==> config.mk <==
export PLATFORM = sky130hd
export DESIGN_NAME = rssi_sar_search
export DESIGN_NICKNAME = d
export VERILOG_FILES = /design/src/rtl/rssi_cmp_pkg.sv /design/src/rtl/sar_settle_timer.sv /design/src/rtl/rssi_sar_search.sv
export SDC_FILE = /design/constraint.sdc
export NUM_CORES = 1
export LEC_CHECK = 0
export ABC_AREA = 1
export CAP_MARGIN = 25
export CELL_PAD_IN_SITES_DETAIL_PLACEMENT = 0
export CELL_PAD_IN_SITES_GLOBAL_PLACEMENT = 1
export CORE_AREA = 3 3 59 61
export CTS_CLUSTER_SIZE = 16
export DETAILED_ROUTE_END_ITERATION = 6
export DIE_AREA = 0 0 62 64
export HOLD_SLACK_MARGIN = 0.08
export PLACE_DENSITY_LB_ADDON = 0.1
export SLEW_MARGIN = 0
export SYNTH_ARGS = -nofsm -noshare
export SYNTH_HDL_FRONTEND = slang
export SYNTH_SLANG_ARGS = --single-unit
==> constraint.sdc <==
create_clock -name clk -period 1.5 [get_ports clk]
set_input_delay 0.15 -clock clk [delete_from_list [all_inputs] [get_ports clk]]
set_output_delay 0.15 -clock clk [all_outputs]
set_load 0.01 [all_outputs]
==> src/rtl/rssi_cmp_pkg.sv <==
// Shared types and constants for the RSSI comparator interface and SAR search engine.
package rssi_cmp_pkg;

  localparam int unsigned RSSI_WIDTH = 6;

  localparam int unsigned CMP_LT = 0;
  localparam int unsigned CMP_EQ = 1;
  localparam int unsigned CMP_GT = 2;

  typedef enum logic [1:0] {
    IDLE  = 2'd0,
    TRIAL = 2'd1,
    DONE  = 2'd2
  } sar_state_t;

  // Exactly one of lt/eq/gt must be set for a trustworthy comparator answer.
  function automatic logic is_one_hot3(input logic [2:0] v);
    return (v == 3'b001) || (v == 3'b010) || (v == 3'b100);
  endfunction

endpackage

==> src/rtl/sar_settle_timer.sv <==
// Down-counter that holds each SAR trial for SETTLE_CYCLES+1 cycles and flags the sample edge.
module sar_settle_timer #(
  parameter int unsigned SETTLE_CYCLES = 1
) (
  input  logic clk,
  input  logic rst,
  input  logic i_load,
  input  logic i_run,
  output logic o_strobe_c
);
  localparam int unsigned CW = (SETTLE_CYCLES > 0) ? $clog2(SETTLE_CYCLES + 1) : 1;
  localparam logic [CW-1:0] RELOAD = CW'(SETTLE_CYCLES);

  logic [CW-1:0] r_cnt;

  assign o_strobe_c = i_run && (r_cnt == '0);

  // Reload on a new conversion and after every sample so each bit gets the same window.
  always_ff @(posedge clk or posedge rst) begin
    if (rst) begin
      r_cnt <= '0;
    end else if (i_load || o_strobe_c) begin
      r_cnt <= RELOAD;
    end else if (i_run) begin
      r_cnt <= r_cnt - CW'(1);
    end
  end

endmodule

==> src/rtl/rssi_sar_search.sv <==
// Successive-approximation RSSI search driving the 6-bit magnitude comparator.
// Optional: define SAR_EARLY_EXIT_EN to end a conversion on the first equal result.
module rssi_sar_search
  import rssi_cmp_pkg::*;
#(
  parameter int unsigned WIDTH         = RSSI_WIDTH,
  parameter int unsigned SETTLE_CYCLES = 1
) (
  input  logic             clk,
  input  logic             rst,
  input  logic             start,
  input  logic [2:0]       cmp_result,
  output logic [WIDTH-1:0] cmp_val,
  output logic             busy,
  output logic             done,
  output logic [WIDTH-1:0] rssi_est,
  output logic             err
);
  localparam int unsigned KW = (WIDTH > 1) ? $clog2(WIDTH) : 1;

  sar_state_t       r_state;
  logic [KW-1:0]    r_k;
  logic [WIDTH-1:0] r_cmp_val;
  logic [WIDTH-1:0] r_rssi_est;
  logic             r_busy;
  logic             r_done;
  logic             r_err;

  logic             w_load;
  logic             w_run;
  logic             w_strobe_c;
  logic             w_valid;
  logic             w_last;
  logic [WIDTH-1:0] w_bit;
  logic [WIDTH-1:0] w_decided;
  logic [WIDTH-1:0] w_next;

  assign w_load = (r_state == IDLE) && start;
  assign w_run  = (r_state == TRIAL);

  sar_settle_timer #(
    .SETTLE_CYCLES(SETTLE_CYCLES)
  ) u_timer (
    .clk        (clk),
    .rst        (rst),
    .i_load     (w_load),
    .i_run      (w_run),
    .o_strobe_c (w_strobe_c)
  );

  // Trial bit k is cleared on gt, kept on lt/eq; the next lower bit is then set.
  assign w_valid   = is_one_hot3(cmp_result);
  assign w_bit     = WIDTH'(1) << r_k;
  assign w_decided = cmp_result[CMP_GT] ? (r_cmp_val & ~w_bit) : r_cmp_val;
  assign w_next    = w_decided | (w_bit >> 1);

`ifdef SAR_EARLY_EXIT_EN
  assign w_last = (r_k == '0) || cmp_result[CMP_EQ];
`else
  assign w_last = (r_k == '0);
`endif

  always_ff @(posedge clk or posedge rst) begin
    if (rst) begin
      r_state    <= IDLE;
      r_k        <= '0;
      r_cmp_val  <= '0;
      r_rssi_est <= '0;
      r_busy     <= 1'b0;
      r_done     <= 1'b0;
      r_err      <= 1'b0;
    end else begin
      r_done <= 1'b0;
      case (r_state)
        IDLE: begin
          if (start) begin
            r_state   <= TRIAL;
            r_k       <= KW'(WIDTH - 1);
            r_cmp_val <= WIDTH'(1) << (WIDTH - 1);
            r_busy    <= 1'b1;
            r_err     <= 1'b0;
          end
        end
        TRIAL: begin
          if (w_strobe_c) begin
            if (!w_valid || w_last) begin
              r_state    <= DONE;
              r_k        <= '0;
              r_cmp_val  <= '0;
              r_busy     <= 1'b0;
              r_done     <= 1'b1;
              r_err      <= !w_valid;
              r_rssi_est <= w_valid ? w_decided : '0;
            end else begin
              r_k       <= r_k - KW'(1);
              r_cmp_val <= w_next;
            end
          end
        end
        DONE: begin
          r_state <= IDLE;
        end
        default: begin
          r_state <= IDLE;
        end
      endcase
    end
  end

  assign cmp_val  = r_cmp_val;
  assign busy     = r_busy;
  assign done     = r_done;
  assign rssi_est = r_rssi_est;
  assign err      = r_err;

endmodule
# Yosys cells after proc, flatten, opt, wreduce, memory -nomap -nowiden
# Cells that the tools add are included.
[totals]
register_bits = 21
wordCells = 64
mem_bits_ro = 0
latchBits = 0
memories = 0
output_inout_bits = 15
inputBits = 6
ramBits = 0
[classes]
muxes = 27
bitwise = 4
div_mod_pow = 0
shifts = 1
reduce_logical = 15
eq_ne = 7
addsub = 2
n_lt_le_gt_ge = 0
mul = 0
[ops]
columns = ["operator", "count"]
rows = [
  ["two-way mux 6 bit", 5],
  ["case mux 6 bit (2 select lines)", 1],
  ["two-way mux 1 bit", 11],
  ["two-way mux 3 bit", 3],
  ["AND reduction 3 bit", 3],
  ["bitwise AND 6 bit", 1],
  ["two-way mux 2 bit", 3],
  ["inequality test 2 bit (second input constant)", 3],
  ["inverter 6 bit", 1],
  ["OR 6 x 5 -> 6 bit", 1],
  ["case mux 3 bit (2 select lines)", 1],
  ["left shift 1 x 3 -> 6 bit (first input constant)", 1],
  ["logical OR 1 bit", 4],
  ["case mux 1 bit (2 select lines)", 2],
  ["case mux 2 bit (2 select lines)", 1],
  ["AND reduction 4 bit", 1],
  ["nonzero test 2 bit", 2],
  ["== test 3 x 1 -> 1 bit (second input constant)", 1],
  ["== test 3 x 2 -> 1 bit (second input constant)", 1],
  ["== test 3 bit (second input constant)", 1],
  ["zero test 3 bit", 1],
  ["subtractor 3 x 1 -> 3 bit (second input constant)", 1],
  ["== test 2 x 1 -> 1 bit (second input constant)", 1],
  ["logical AND 1 bit", 2],
  ["other kinds (4)", 4],
]

# Depth between registers and ports, before layout
[depth]
ltp_word = 8
mapped_depth = 8
ltp_nobuf = 8

# By module
# A second synthesis with hierarchy kept.
[unflattened]
hier_cells = 137
area_unflattened_um2 = 1148.6
[by_module_without_submodules]
columns = ["mod", "seq_area_each_um2", "area_each_um2", "n_inst", "cells_per_inst"]
rows = [
  ["rssi_sar_search", 500.5, 1087.3, 1, 128],
  ["sar_settle_timer", 25.0, 61.3, 1, 9],
]

# Worst setup path before layout
# No wires, ideal clock.
[synth_path]
kind = "register to register"
from = "register r_k[0]"
to = "register r_rssi_est[5] (netlist: rssi_est[5])"
setup_slack_ps = 256
t_required_ps = 1384
setup_time_ps = 116
t_arrival_ps = 1128
stages_incl_launch_ff = 9
n_path_buf = 0
synth_period_minus_slack_ps = 1244
path_cell_list = "dfrtp_1 inv_1 ha_1 nand2_4 nand3_4 nand2_8 inv_8 nand2_1 nand2_1"
[synth_between]
elab_chain_cells = 5
word_cells_on_any_way = 8
[synth_lines]
columns = ["item", "line_no", "source"]
rows = [
  ["start, declared", "rssi_sar_search.sv:22", "logic [KW-1:0] r_k;"],
  ["start signal, assigned", "rssi_sar_search.sv:78", "r_k <= KW'(WIDTH - 1);"],
  ["start signal, assigned", "rssi_sar_search.sv:95", "r_k <= r_k - KW'(1);"],
  ["left shift 1 x 3 -> 6 bit", "rssi_sar_search.sv:53", "assign w_bit = WIDTH'(1) << r_k;"],
  ["inverter 6 bit", "rssi_sar_search.sv:54", "assign w_decided = cmp_result[CMP_GT] ? (r_cmp_val & ~w_bit) : r_cmp_val;"],
  ["bitwise AND 6 bit", "rssi_sar_search.sv:54", ""],
  ["two-way mux 6 bit", "rssi_sar_search.sv:54", ""],
  ["two-way mux 6 bit", "rssi_sar_search.sv:93", "r_rssi_est <= w_valid ? w_decided : '0;"],
  ["end signal, assigned", "rssi_sar_search.sv:93", ""],
  ["end, declared", "rssi_sar_search.sv:24", "logic [WIDTH-1:0] r_rssi_est;"],
]
# Parallel ways exist; a longest one is shown, timed or not.
# A chain may end at the register's enable or synchronous reset.

# Worst setup path in the final report
[layout_path]
from = "register r_cmp_val[5] (netlist: cmp_val[5])"
to = "output cmp_val[5]"
[layout_lines]
columns = ["item", "line_no", "source"]
rows = [
  ["start, declared", "rssi_sar_search.sv:23", "logic [WIDTH-1:0] r_cmp_val;"],
  ["start signal, assigned", "rssi_sar_search.sv:79", "r_cmp_val <= WIDTH'(1) << (WIDTH - 1);"],
  ["start signal, assigned", "rssi_sar_search.sv:96", "r_cmp_val <= w_next;"],
  ["end, declared", "rssi_sar_search.sv:13", "output logic [WIDTH-1:0] cmp_val,"],
]
# No word-level cell between the ends.

==> metrics.cfg <==
[yosys]
syn-num-nets=145
ys_warn_count=0
synthCells=134
ys_ff_latch=21
synth_area_per_cell_um2=8.21
synth_cell_type_count=18
yosysSeqAreaShare=0.478
synth_area_um2=1100

[final_layout]
layout-drive-gt1-share=0.124
area_growth_pct=27.8
multi_input_area_um2=509
ff_latch_area_um2=526
final_util=0.464
fillers=323
insertedDiodeCount=0
final_cells=205
final_nets=173

[setup_path]
r2r_end=cmp_val[0]
crit_family=buffers and inverters
worst_ep_required_time_ps=1350
worst_ep_arrival_time_ps=1260
cp-end-kind=output pin
path_class=reg -> out
path_cells=clkdlybuf4s50_1
crit_slowest_cell=clkdlybuf4s50_1
critPathBufInv=1
crit_path_max_incr_delay_ps=550
rrSetupSlack_ps=170
timing.rr.start=r_k[0]
reg2reg_depth=7
start_kind=flip-flop
path_max_fanout=3

[clock_tree]
numCtsBuffers=3
htreeDepth=1
cts_root_buf=clkbuf_4
clockBufferDepth=2
path_clk_slew_ps=130
clk_latency_ps=310
cts_sinks=21
cts_tree=done
postCtsSetupRepairBufs=0

[power]
p_comb_frac=0.524
power_w=0.00248
seqPwrFrac=0.359
p_per_area_nw_per_um2=1770
p_int_w=0.00141
swShare=0.431
switching_power_w=0.00107
clockPowerShare=0.117
leakage_nw=0.747
vdd_ir_drop_max_v=0.000724

[global_route]
antenna_found_initial=0
grt_overflow=0
grt_usage=0.148
grt_pass1_vias=955
grt_pass1_wl_um=4350
grt_start_max_net_pins=22

[floorplanning]
rows=20
start_util=0.363
dieArea_um2=3970
ioPinCount=21
fp.dieW_um=62
core_area_um2=3030
die_h_um=64

[detailed_routing]
detail_route.wl_per_cell_um=11.9
via_per_inst=4.49
drcViolationCount=0
dr_total_vias=920
detail_route.wirelength_um=2440
ant_nets=0
dr.pass1.iters=4
drt_iter0_markers=38

[placed_design]
port_buffers=20
dp_cells=201
gp_congestion=0.766
hpwl_um=1780

[status]
status=finished clean

[timing]
fmaxAchievable_mhz=709
grt_setup_unrepaired=false
finalCritPeriodShare=0.941
setup_tns_ps=0
hold_viol=0
setup_viol=0
worstMarginPinSlew_ps=287
slew_headroom=0.807
layout_min_cycle_time_ps=1410
fin_skew_ps=1.71
holdWs_ps=158
drv_slew=0

[min_path]
min_path_type=in -> async

[job]
drv_cap=0

==> how the worst max path moves through the flow <==
stage	start	endpoint	cells past startpoint
5_1_grt	cmp_val[2]	cmp_val[2]	1
3_3_place_gp	cmp_result[2]	rssi_est[4]	8
3_5_place_dp	cmp_result[2]	rssi_est[2]	8
6_report	cmp_val[5]	cmp_val[5]	1
2_1_floorplan	r_k[0]	rssi_est[5]	8
4_1_cts	cmp_val[5]	cmp_val[5]	1
==> metal layers <==
metal,up-vias,wire [um],track usage
met1,437,1120,0.189
li1,464,-,-
met3,4,76,0.0263
met5,-,0,0
met2,15,1210,0.242
met4,0,29,0.0557
==> power groups by stage <==
stage | Clock [W] | Combinational (W) | Sequential, W
3_3_place_gp | 0 | 0.00132 | 0.000901
6_report | 0.000290 | 0.00130 | 0.000891
2_1_floorplan | 0 | 0.000767 | 0.000958
5_1_grt | 0.000325 | 0.00148 | 0.000928
3_5_place_dp | 0 | 0.00133 | 0.000904
4_1_cts | 0.000308 | 0.00133 | 0.000895
==> what timing repair did <==
item                       in CTS  in global routing
hold buffers                    0                  0
setup endpoints to repair       0                  3
resized for setup               0                  2
==> cells in the mapped netlist <==
cell type	n	area, um^2
nor2_2	1	6.26
nand2_1	61	229
nor2_1	9	33.8
nand3_4	1	17.5
inv_2	1	3.75
nand4_1	2	12.5
inv_8	1	11.3
nand3_1	3	15.0
ha_1	5	62.6
nand2_2	2	12.5
nor2_4	2	22.5
o21ai_0	9	45.0
nand3_2	1	10.0
nand2_4	2	22.5
nand2_8	1	20.0
dfrtp_1	21	526
inv_1	11	41.3
clkinv_4	1	8.76
==> kinds of logic after synthesis <==
kind of cell,Yosys count,synth area share
and+or+nand+nor,85,0.365
buffers and inverters,14,0.0592
adders and majority gates,5,0.0569
DFF,21,0.478
AOI/OAI and AO/OA,9,0.0410
==> per-stage QoR <==
stage	worst slack, ps	instance area, um^2
6_report	88.7	1410
4_1_cts	71.2	1410
3_3_place_gp	93.8	1380
2_1_floorplan	256	1100
5_1_grt	28.7	1410
3_5_place_dp	96.3	1380
==> flip-flops by register name (all words and copies together), names as in the netlist <==
signal and count:
busy 1, done 1, u_timer.r_cnt 1, r_k 3, r_state 2, rssi_est 6, err 1, cmp_val 6
==> cell type report <==
cell class,count,area share
Clock inverter,1,0.00356
Multi-Input combinational cell,99,0.362
Tap cell,44,0.0392
Sequential cell,21,0.374
Inverter,14,0.0463
Clock buffer,3,0.0160
Timing Repair Buffer,23,0.159
==> cell usage in the layout, fill, tap and decap left out <==
master | netlist | layout
nand3_4 | 1 | 1
nand2_1 | 61 | 61
nand2_2 | 2 | 2
nor2_4 | 2 | 2
inv_1 | 11 | 11
buf_4 | 0 | 3
nor2_1 | 9 | 9
nand2_4 | 2 | 2
clkinv_2 | 0 | 1
o21ai_1 | 0 | 2
nand3_2 | 1 | 1
clkdlybuf4s50_1 | 0 | 20
clkbuf_4 | 0 | 3
inv_8 | 1 | 1
nor2_2 | 1 | 1
clkinv_4 | 1 | 1
nand3_1 | 3 | 3
ha_1 | 5 | 5
inv_2 | 1 | 1
dfrtp_1 | 21 | 21
o21ai_0 | 9 | 7
nand4_1 | 2 | 2
nand2_8 | 1 | 1
No activity file was read; power rests on OpenSTA's default activity.
==> variant: new RTL, same settings <==
The option `SAR_EARLY_EXIT_EN` is turned on by a define.
--- a/src/rtl/rssi_sar_search.sv
+++ b/src/rtl/rssi_sar_search.sv
@@ -1,5 +1,7 @@
 // Successive-approximation RSSI search driving the 6-bit magnitude comparator.
 // Optional: define SAR_EARLY_EXIT_EN to end a conversion on the first equal result.
+`define SAR_EARLY_EXIT_EN
+
 module rssi_sar_search
   import rssi_cmp_pkg::*;
 #(
Function: changed (Yosys sat finds a counterexample within 4 cycles, from zero or initial values and one cycle with rst high).
==> variant against the original RTL <==
Area after synthesis rose by 1.5%; largest cell class is now multi-input combinational cells; sequential cell count did not move; sequential power fell by 6.2%; routed wire length rose by 1.8%; design area rose by 4.4%; non-clock buffer count rose by 3; largest power group unchanged; worst setup slack improved by 9.7 ps; total power fell by 3.6%.
==> variant: results (changes against the original RTL) <==
Synthesis
  – Number of distinct standard cells referenced by the synthesized netlist: 21 (+3)
  – Portion of the post-synthesis area used by sequential elements: 47.1% (-0.70 points)
  – Top cells by instance count after synthesis: sky130_fd_sc_hd__nand2_1 (58), sky130_fd_sc_hd__dfrtp_1 (21), sky130_fd_sc_hd__inv_1 (10)
  – Biggest area contributors in the synthesized netlist: sky130_fd_sc_hd__dfrtp_1 (47%), sky130_fd_sc_hd__nand2_1 (20%), sky130_fd_sc_hd__ha_1 (5.6%)

Cells and area
  – Number of nets in the final layout: 176 (+1.7%)
  – Number of fill cells in the layout: 315 (-2.5%)
  – Proportion of layout cells with a drive suffix above 1: 17.7% (+5.3 points)

Setup path
  – R2r setup slk: 100 ps (-70 ps)
  – Top Family by Delay on Critical Path: buffers and inverters
  – Cell depth of the worst flop-to-flop path: 7 (unchanged)
  – Endpoint of the worst setup timing path: cmp_val[0]
  – Critical path origin: cmp_val[0]$_DFFE_PP0P_

Place
  – Estimated wirelength of the detail-placed design: 1870 um (+5.0%)
  – Post-placement setup slack: -20.6 ps (-117 ps)
  – Final estimated routing congestion in global placement: 0.780 (+1.8%)

Drt
  – Routed wl met3: 106 um (+39%)
  – Final Routed Wirelength: 2490 um (+1.8%)
  – Met1 wire length: 1210 um (+7.5%)
  – Total met2 wirelength after detailed routing: 1110 um (-8.3%)
  – TritonRoute pass-1 iters: 4 (unchanged)
  – Vias after detailed routing: 952 (+3.5%)

GRT
  – Global-route total usage across every layer: 14.5% (-0.39 points)
  – Global-route wire length before repair: 4370 um (+0.48%)
  – GRT met3 Usage: 2.02% (-0.61 points)
  – Antenna violations before repair: 0 (unchanged)
  – Number of global-route vias before repair: 974 (+2.0%)
  – Met2 capacity usage during global routing: 22.0% (-2.2 points)
  – Met1 routing resource usage after global routing: 19.9% (+1.0 points)

Timing
  – Worst-Margin Slew: 265 ps (-21.3 ps)
  – Sum of negative setup slack: 0 ps (unchanged)
  – Clock period minus worst slack: 1400 ps (-9.65 ps)
  – Highest achievable clock rate: 0.713 GHz (+0.69%)
  – Layout Skew: 7.60 ps (+5.89 ps)

Clocking
  – CTS root buffer: sky130_fd_sc_hd__clkbuf_4

Outcome
  – Status: complete, no violations

Pwr
  – Leakage power total: 0.750 nW (+0.34%)
  – Maximum VDD drop: 725 uV (+0.18%)
variant: changes by cell type in the layout (fill, tap and decap cells not counted), moves of 2 or more:
| cell | change |
|---|---|
| sky130_fd_sc_hd__buf_4 | +3 |
| sky130_fd_sc_hd__inv_2 | +3 |
| sky130_fd_sc_hd__nand2_1 | -3 |
| sky130_fd_sc_hd__nor2_1 | -3 |
| sky130_fd_sc_hd__inv_1 | -2 |
| sky130_fd_sc_hd__nor2_2 | +2 |
variant: what timing repair did:
action	CTS	global route
setup buffers	0	3
setup endpoints to repair	0	14
resized for setup	0	4
variant: worst min-delay path, stage by stage:
cell and delay, ps:
sky130_fd_sc_hd__clkdlybuf4s50_1 400, sky130_fd_sc_hd__inv_1 50, sky130_fd_sc_hd__buf_4 270
variant: per-stage QoR:
step	utilization (%)	hold WS, ps	instances	power [mW]	instance area [sq um]
global placement	46.0	453	200	2.04	1390
detailed placement	46.0	464	200	2.06	1390
floorplan	-	127	133	1.63	1120
global route	48.4	225	208	2.62	1470
finish	48.4	163	208	2.39	1470
CTS	46.9	174	204	2.34	1420
variant: cell type report:
class | instances | share of cell area (%)
well taps | 44 | 3.75
flip-flops and latches | 21 | 35.8
multi-input cells | 99 | 37.8
clock buffers | 4 | 1.79
repair buffers | 26 | 16.7
inverters | 14 | 4.10
variant: where the power goes:
group	total, mW	switching [mW]	internal [mW]
clock	0.279	0.176	0.104
sequential	0.836	0.102	0.734
combinational	1.28	0.752	0.527
variant: cell families (layout without fill, tap and decap cells):
group / Yosys count / count (layout) / share of synthesized area [%]
buf+inv: 14 / 44 / 5.38
simple gates: 81 / 82 / 35.2
fa+ha+maj: 5 / 5 / 5.61
flops: 21 / 21 / 47.1
compound gates: 12 / 12 / 6.73
